--- config.mk ---
export PLATFORM = sky130hd
export DESIGN_NAME = aes_dec_seq
export DESIGN_NICKNAME = d
export VERILOG_FILES = /design/src/rtl/aes_dec_seq.sv
export SDC_FILE = /design/constraint.sdc
export NUM_CORES = 1
export LEC_CHECK = 0
export BUFFER_PORTS_ARGS = -buffer_cell sky130_fd_sc_hd__buf_2
export CAP_MARGIN = 15
export CELL_PAD_IN_SITES_DETAIL_PLACEMENT = 1
export CELL_PAD_IN_SITES_GLOBAL_PLACEMENT = 1
export CORE_AREA = 2 2 298 300
export CTS_CLUSTER_DIAMETER = 80
export CTS_CLUSTER_SIZE = 16
export DETAILED_ROUTE_END_ITERATION = 8
export DIE_AREA = 0 0 300 302
export PLACE_DENSITY = 0.55
export SKIP_CTS_REPAIR_TIMING = 1
export SLEW_MARGIN = 20
export SYNTH_ARGS = -nofsm -noshare
export SYNTH_HDL_FRONTEND = slang
export SYNTH_SLANG_ARGS = --single-unit
--- constraint.sdc ---
create_clock -name clk -period 2.1 [get_ports clk]
set_clock_uncertainty 0.05 [all_clocks]
set_input_delay 0.42 -clock clk [delete_from_list [all_inputs] [get_ports clk]]
set_output_delay 0.42 -clock clk [all_outputs]
set_load 0.005 [all_outputs]
--- src/rtl/aes_dec_seq.sv ---
// ============================================================================
// Module   : aes_dec_seq
// Purpose  : Valid/ready sequencer for a combinational AES-128 decrypt core.
//            Optional completed-block counter enabled by AES_DEC_BLKCNT_EN.
// Revision : 1.0  initial release
// ============================================================================
`default_nettype none

module aes_dec_seq #(
    parameter int WAIT_CYCLES = 2,
    parameter int CNT_W       = 16
) (
    input  logic         clk,
    input  logic         rst_n,
    input  logic         flush,
    input  logic         in_valid,
    output logic         in_ready,
    input  logic [127:0] in_cipher,
    input  logic [127:0] in_key,
    output logic [127:0] core_cipher,
    output logic [127:0] core_key,
    input  logic [127:0] core_plain,
    output logic         out_valid,
    input  logic         out_ready,
    output logic [127:0] out_plain,
    output logic         busy
`ifdef AES_DEC_BLKCNT_EN
    ,
    output logic [CNT_W-1:0] blk_count
`endif
);

    typedef enum logic [1:0] {
        ST_IDLE   = 2'd0,
        ST_SETTLE = 2'd1,
        ST_HOLD   = 2'd2
    } state_t;

    localparam logic [7:0] C_CNT_LOAD = 8'(WAIT_CYCLES - 1);

    state_t       state_q,       state_d;
    logic [7:0]   cnt_q,         cnt_d;
    logic [127:0] core_cipher_q, core_cipher_d;
    logic [127:0] core_key_q,    core_key_d;
    logic [127:0] out_plain_q,   out_plain_d;
    logic         out_valid_q,   out_valid_d;

    logic w_accept;
    logic w_out_hs;

    // out_ready feeds in_ready combinationally so HOLD can reload without a bubble
    assign in_ready = !flush && ((state_q == ST_IDLE) ||
                                 ((state_q == ST_HOLD) && out_ready));
    assign w_accept = in_valid && in_ready;
    assign w_out_hs = out_valid_q && out_ready && !flush;

    always_comb begin
        state_d       = state_q;
        cnt_d         = cnt_q;
        core_cipher_d = core_cipher_q;
        core_key_d    = core_key_q;
        out_plain_d   = out_plain_q;
        out_valid_d   = out_valid_q;

        if (flush) begin
            state_d     = ST_IDLE;
            out_valid_d = 1'b0;
            cnt_d       = 8'd0;
        end else begin
            case (state_q)
                ST_IDLE: begin
                    if (w_accept) begin
                        core_cipher_d = in_cipher;
                        core_key_d    = in_key;
                        cnt_d         = C_CNT_LOAD;
                        state_d       = ST_SETTLE;
                    end
                end
                ST_SETTLE: begin
                    if (cnt_q == 8'd0) begin
                        out_plain_d = core_plain;
                        out_valid_d = 1'b1;
                        state_d     = ST_HOLD;
                    end else begin
                        cnt_d = cnt_q - 8'd1;
                    end
                end
                ST_HOLD: begin
                    if (w_out_hs) begin
                        out_valid_d = 1'b0;
                        state_d     = ST_IDLE;
                        if (w_accept) begin
                            core_cipher_d = in_cipher;
                            core_key_d    = in_key;
                            cnt_d         = C_CNT_LOAD;
                            state_d       = ST_SETTLE;
                        end
                    end
                end
                default: begin
                    state_d     = ST_IDLE;
                    out_valid_d = 1'b0;
                    cnt_d       = 8'd0;
                end
            endcase
        end
    end

    always_ff @(posedge clk or negedge rst_n) begin
        if (!rst_n) begin
            state_q       <= ST_IDLE;
            cnt_q         <= 8'd0;
            core_cipher_q <= 128'd0;
            core_key_q    <= 128'd0;
            out_plain_q   <= 128'd0;
            out_valid_q   <= 1'b0;
        end else begin
            state_q       <= state_d;
            cnt_q         <= cnt_d;
            core_cipher_q <= core_cipher_d;
            core_key_q    <= core_key_d;
            out_plain_q   <= out_plain_d;
            out_valid_q   <= out_valid_d;
        end
    end

    assign core_cipher = core_cipher_q;
    assign core_key    = core_key_q;
    assign out_plain   = out_plain_q;
    assign out_valid   = out_valid_q;
    assign busy        = (state_q != ST_IDLE);

`ifdef AES_DEC_BLKCNT_EN
    logic [CNT_W-1:0] blk_count_q, blk_count_d;

    // Wraps naturally; flush never clears it
    always_comb begin
        blk_count_d = blk_count_q;
        if (w_out_hs) begin
            blk_count_d = blk_count_q + {{(CNT_W-1){1'b0}}, 1'b1};
        end
    end

    always_ff @(posedge clk or negedge rst_n) begin
        if (!rst_n) begin
            blk_count_q <= '0;
        end else begin
            blk_count_q <= blk_count_d;
        end
    end

    assign blk_count = blk_count_q;
`endif

endmodule

`default_nettype wire

## Yosys cells after proc, flatten, opt, wreduce, memory -nomap -nowiden

Index checks and enable logic that the tools add are counted.

| word-level totals | value |
|---|---|
| word-level logic and storage cells | 53 |
| flip-flop bits (word level) | 395 |
| memories | 0 |
| memory bits (read-only) | 0 |
| memory bits (writable) | 0 |
| bits in latches | 0 |

| cells by class | value |
|---|---|
| reduce and logical (&&, ||, !) cells | 16 |
| magnitude comparators | 0 |
| add/subtract/negate cells | 1 |
| bitwise logic cells | 1 |
| shift operators | 0 |
| multipliers | 0 |
| eq/ne operators | 8 |
| muxes and demuxes | 21 |
| divide/modulo/power cells | 0 |

Operator list:

| cell | count |
|---|---|
| two-way mux 128 bit | 4 |
| case mux 128 bit (2 select lines) | 2 |
| two-way mux 8 bit | 4 |
| case mux 8 bit (3 select lines) | 1 |
| != test 3 bit (second input constant) | 4 |
| AND reduction 3 bit | 4 |
| logical NOT 8 bit | 1 |
| two-way mux 2 bit | 4 |
| subtractor 8 x 1 -> 8 bit (second input constant) | 1 |
| case mux 2 bit (3 select lines) | 1 |
| logical AND 1 bit | 5 |
| two-way mux 1 bit | 4 |
| != test 2 bit (second input constant) | 2 |
| nonzero test 2 bit | 2 |
| case mux 1 bit (3 select lines) | 1 |
| equality test 2 x 1 -> 1 bit (second input constant) | 1 |
| equality test 2 bit (second input constant) | 1 |
| logical NOT 2 bit | 1 |
| AND reduction 2 bit | 1 |
| logical NOT 1 bit | 1 |
| logical OR 1 bit | 1 |
| inverter 1 bit | 1 |

## Longest topological paths before layout

Gate-level depths: netlist of run 1.

| logic depth | value |
|---|---|
| depth after elaboration | 9 |
| depth in mapped cells | 7 |
| depth with buffers taken out | 5 |

## Worst setup path before layout of run 1

Ideal clock, no wire load.

| timing path | value |
|---|---|
| path kind | register -> register |
| from | reg cnt_q[0] |
| to | reg out_plain_q[0], in the netlist out_plain[0] |
| library setup time | 0.125 ns |
| cell stages (with the launch flop) | 8 |
| slack | 0.219 ns |
| buffers on the path | 2 |
| clock period less this slack | 1.881 ns |
| data arrival time | 1.706 ns |
| cells stage by stage | dfrtp_1 > inv_1 > ha_1 > nor4b_2 > nand3_2 > buf_6 > buf_6 > mux2_4 |

| on the way | value |
|---|---|
| longest elaborated chain between the ends | 2 |

Ends and longest elaborated chain:

| element | line | text |
|---|---|---|
| from (decl) | 42 | `logic [7:0] cnt_q, cnt_d;` |
| from (signal assigned) | 119 | `cnt_q <= cnt_d;` |
| logical NOT 8 bit | 80 | `if (cnt_q == 8'd0) begin` |
| AND reduction 3 bit (no source line) | -- |  |
| to (signal assigned) | 122 | `out_plain_q <= out_plain_d;` |
| to (decl) | 45 | `logic [127:0] out_plain_q, out_plain_d;` |

No other way between the ends.
A chain may end at the register's enable or synchronous reset.

## Worst setup path after layout of run 1

| timing path | value |
|---|---|
| from | reg cnt_q[0] |
| to | reg out_plain_q[88], in the netlist out_plain[88] |

Same word-level chain as after synthesis.

==> results of run 1 <==
per-layer routing:
metal	GRT usage, %	vias up	wire [um]
met1	11.61	5398	18500
met4	3.429	0	1268
met5	0	-	0
met2	20.36	426	27930
li1	-	4815	-
met3	3.060	61	3664
metrics by stage:
stage | util (%) | std cells
6_report | 25.49 | 2911
5_1_grt | 25.49 | 2911
4_1_cts | 25.45 | 2903
3_5_place_dp | 24.21 | 2854
3_3_place_gp | 24.21 | 2854
2_1_floorplan | - | 884
Yosys cell counts, drive strengths merged (3+ instances only):
library cell / instances / area (um^2)
inv: 7 / 26.28
a41oi: 3 / 26.28
nand3: 4 / 25.02
o21ai: 3 / 15.01
dfrtp: 395 / 9884
mux2: 384 / 4692
a32oi: 3 / 26.28
or3b: 4 / 35.04
clkbuf: 3 / 11.26
nor2: 4 / 17.52
nand4: 3 / 18.77
a21boi: 3 / 26.27
buf: 39 / 329.1
a31oi: 3 / 18.77
nand2: 3 / 11.26
sequential cells by signal, summed over array words and instances (netlist names):
signal       cells
out_plain      128
state_q          2
core_cipher    128
core_key       128
out_valid        1
cnt_q            8
report_power, final:
| group | total [mW] | switching [mW] | leakage (nW) | internal (mW) |
|---|---|---|---|---|
| clock | 6.40 | 2.97 | 0.535 | 3.43 |
| combinational | 12.0 | 4.93 | 5.76 | 7.05 |
| sequential | 13.5 | 2.06 | 4.70 | 11.4 |
kinds of logic after synthesis:
| family | after synthesis |
|---|---|
| simple gates | 31 |
| fa+ha+maj | 2 |
| buf+inv | 49 |
| mux | 384 |
| compound gates | 23 |
| flops | 395 |
worst paths after layout:
kind	slack, ns	startpoint	to	cells after the start
max in group asynchronous	0.90	rst_n	core_key[16]$_DFFE_PN0P_	3
worst min register to register	0.43	core_cipher[30]$_DFFE_PN0P_	core_cipher[30]$_DFFE_PN0P_	1
min in group asynchronous	0.40	rst_n	core_key[98]$_DFFE_PN0P_	2
worst min-delay path	0.03	in_cipher[38]	core_cipher[38]$_DFFE_PN0P_	2
worst max register to register	0.09	cnt_q[0]$_DFFE_PN0P_	out_plain[88]$_DFFE_PN0P_	8
worst max-delay path	0.09	cnt_q[0]$_DFFE_PN0P_	out_plain[88]$_DFFE_PN0P_	8
critical path, cell delays in order (launching register included):
cell     delay, ns
dfrtp_1       0.35
inv_1         0.06
ha_1          0.21
nor4b_2       0.16
buf_4         0.16
nand3_4       0.08
buf_12        0.17
buf_4         0.27
mux2_2        0.36
cell type report:
type / instances / share of cell area, %
tap: 1165 / 6.530
antenna: 6 / 0.06726
clock inverter: 9 / 0.5101
clock buffer: 40 / 4.333
inverter: 7 / 0.1177
sequential: 395 / 44.28
timing repair buffer: 849 / 21.20
multi-input combinational: 440 / 22.96
==> impl_metrics.toml, run 1 <==
[floorplan]
initial_core_util_pct = 17.55
pin_count = 776
chipWidth_um = 300
std_cell_rows = 109
dieArea_um2 = 90600
die_y_um = 302
coreArea_um2 = 87560

[synthesis]
synth_compound_area_share_pct = 1.124
synth_top_family_by_area = "multiplexers"
ys_ff_latch = 395
ys_seq_area_share_pct = 64.34
synth_cell_types = 42
avgSynthCellArea_um2 = 17.38
synth-xor-area-share_pct = 0
netlist_instances = 884
post_synth_fa_ha_maj_area_fraction_pct = 0.1629
synth.mux.area_fraction_pct = 30.54
synth_edf_count = 0
synth_warnings = 0
synthesis.nets = 1275
async_flop_share_pct = 100.0
synth_flop_cell = "dfrtp_1"
yosys.area_share.simple_pct = 1.450
synth_area_um2 = 15360

[clock_network]
worstSkewPairLatency_ns = 0.53
clkSinkCount = 395
clk_path_buf_depth = 3
htree_levels = 2
path_clk_slew_ns = 0.07
cts_buffers = 34
cts_tree = "built"
root_buffer = "clkbuf_16"

[final_layout]
finish.instance_area_um2 = 22320
drive_gt1_share_pct = 70.52
layout.nets = 2118
layout_common_cells = "buf_2, dfrtp_1, mux2_2"
final_common_cell = "buf_2"
syn2layout_area_growth_pct = 45.29
multi_input_area_um2 = 5125
fillers = 9809
seqCellArea_um2 = 9884

[placed_design]
dpl-instance-area_um2 = 21200
gp_congestion = 0.7755
io_buffer_count = 775
hpwl_mm = 41.24
dp_slack_ns = -0.02208

[worst_setup_path]
crit_fanout = 15
cp.arrival_ns = 2.38
cp.required_ns = 2.47
startpoint_type = "flop"
path_class = "flop to flop"
end_kind = "flop"

[timing]
slew_headroom_pct = 57.24
tns_ns = 0
period_share_pct = 95.63
rsz0062_at_grt = "true"
worst_hold_slack_ns = 0.03230
tightest_slew_ns = 0.6414
slew_viol_final = 0
setup_viol = 0
finalWorstSetupSlack_ns = 0.09184
finalCriticalPeriod_ns = 2.008
fmax_mhz = 498.0
hold_viol_final = 0

[grt]
grt_pass1_vias = 12050
grt_pass1_wl_mm = 75.34
overflow = 0
antenna_found_initial = 9
grt_max_degree = 58
track_usage_pct = 10.82

[hold_path]
worstHoldPathType = "primary input to flop"

[drt]
drc = 0
drtPass1Iterations = 4
vias = 10700
drtIter0Drc = 335
vias_per_cell = 3.676
routed_wl_mm = 51.36
ant_nets = 0
wl_per_cell_um = 17.64

[run_status]
status = "completed"

[pwr]
p_leak_nw = 10.99
power.density_nw_per_um2 = 1429
total_power_mw = 31.89
ir_drop_uv = 637.6

[flow_run]
drv_cap = 0
(Power assumes the default switching activity.)
==> inputs of run 2 (changes only) <==
Settings changed: CORE_AREA 2 2 298 300 to 2 2 303 305, CTS_BUF_LIST set to sky130_fd_sc_hd__clkbuf_4 sky130_fd_sc_hd__clkbuf_8, DIE_AREA 0 0 300 302 to 0 0 305 307, PLACE_DENSITY 0.55 to 0.54.
==> impl_metrics.toml, run 2 (synthesis gave the netlist of run 1 again) <==
[drt]
vias_per_cell = 3.705
drtIter0Drc = 417
routed_wl_mm = 56.85
drtPass1Iterations = 4
ant_nets = 0
vias = 12280
drc = 0
wl_per_cell_um = 17.15

[pwr]
total_power_mw = 31.30
power.density_nw_per_um2 = 1209
ir_drop_uv = 495.2
p_leak_nw = 12.47

[worst_setup_path]
cp.arrival_ns = 2.47
rrSetupSlack_ns = 0.07
crit_end = "out_plain[14]$_DFFE_PN0P_"
cp-startpoint = "cnt_q[1]$_DFFE_PN0P_"
startpoint_type = "flop"
path_class = "flop to flop"
r2r-start = "cnt_q[1]$_DFFE_PN0P_"
critPathBufInv = 3
cp_num_cells = 7
crit_fanout = 20
cp.required_ns = 2.55
end_kind = "flop"
slowest_delay_ns = 0.40
crit_slowest_cell = "dfrtp_1"
worstPathCellList = "inv_2 > ha_4 > nor4b_4 > nand3_4 > clkbuf_16 > buf_12 > mux2_4"
rr_worst_depth = 7
timing.rr.end = "out_plain[14]$_DFFE_PN0P_"
cp_top_family = "simple AND/OR/NAND/NOR gates"

[final_layout]
drive_gt1_share_pct = 58.33
finish.instance_area_um2 = 25890
layout.nets = 2504
final_common_cell = "buf_2"
syn2layout_area_growth_pct = 68.54
layout_common_cells = "buf_2, dfrtp_1, dlygate4sd3_1"

[timing]
setup_viol = 0
slew_headroom_pct = 59.01
finalCriticalPeriod_ns = 2.029
period_share_pct = 96.61
rsz0062_at_grt = "true"
fmax_mhz = 492.9
hold_viol_final = 0
tns_ns = 0
slew_viol_final = 0
tightest_slew_ns = 0.6148

[flow_run]
drv_cap = 0

[floorplan]
pin_count = 776
chipWidth_um = 305
initial_core_util_pct = 16.94
die_y_um = 307
coreArea_um2 = 90690
dieArea_um2 = 93640
std_cell_rows = 111

[clock_network]
root_buffer = "clkbuf_8"
clkSinkCount = 395
htree_levels = 2
path_clk_slew_ns = 0.10
cts_buffers = 34
clk_path_buf_depth = 3
cts_tree = "built"
worstSkewPairLatency_ns = 0.62

[run_status]
status = "completed"

[grt]
grt_pass1_vias = 12080
overflow = 0
grt_max_degree = 54
grt_pass1_wl_mm = 76.39
antenna_found_initial = 2
track_usage_pct = 10.55

[placed_design]
dpl-instance-area_um2 = 21110
gp_congestion = 0.8108
hpwl_mm = 41.19
io_buffer_count = 775

[hold_path]
worstHoldPathType = "primary input to flop"
[run 2: cell types whose count changed in the layout (fill, tap and decap cells not counted), sizes merged]
cell and delta:
buf +1, clkbuf +5, clkinv -4, diode -4, dlygate4sd3 +380, inv +4
[run 2: routing by layer]
layer  part of all wire, %  track usage (%)
met1                    36            10.89
met2                    55            19.98
met5                     0                0
met4                   2.9            3.857
met3                   5.9            3.170
[run 2: cell type report]
cell class                 instances  area [um^2]
multi-input combinational        440         5169
antenna                            2        5.005
tap                             1186         1484
inverter                           7        26.28
clock buffer                      40        538.0
fill                           10070        64800
sequential                       395         9886
clock inverter                     9        103.9
timing repair buffer            1235         8682
[run 2: how the worst min path moves through the flow]
stage	from	end	slack (ns)	depth (start not counted)
floorplan	rst_n	cnt_q[0]$_DFFE_PN0P_	0.07	0
global placement	rst_n	out_plain[5]$_DFFE_PN0P_	0.39	1
detailed placement	rst_n	out_plain[72]$_DFFE_PN0P_	0.39	1
CTS	rst_n	out_plain[72]$_DFFE_PN0P_	-0.33	1
global route	in_key[1]	core_key[1]$_DFFE_PN0P_	0.009	2
finish	in_cipher[20]	core_cipher[20]$_DFFE_PN0P_	0.07	2
[run 2: where the power goes]
group	internal (mW)	switching, mW
logic	7.73	5.24
registers	11.4	2.26
clock network	1.87	2.79
[run 2: per-stage QoR]
step           cells  utilization, %  setup WS [ns]  hold WS [ns]
2_1_floorplan    884               -         0.2186       0.07441
3_3_place_gp    2866           23.27       -0.07265        0.3887
3_5_place_dp    2866           23.27       -0.08830        0.3867
4_1_cts         2915           23.98        -0.1136       -0.3300
5_1_grt         3313           28.55       -0.02032      0.008503
6_report        3314           28.55        0.07119       0.06901
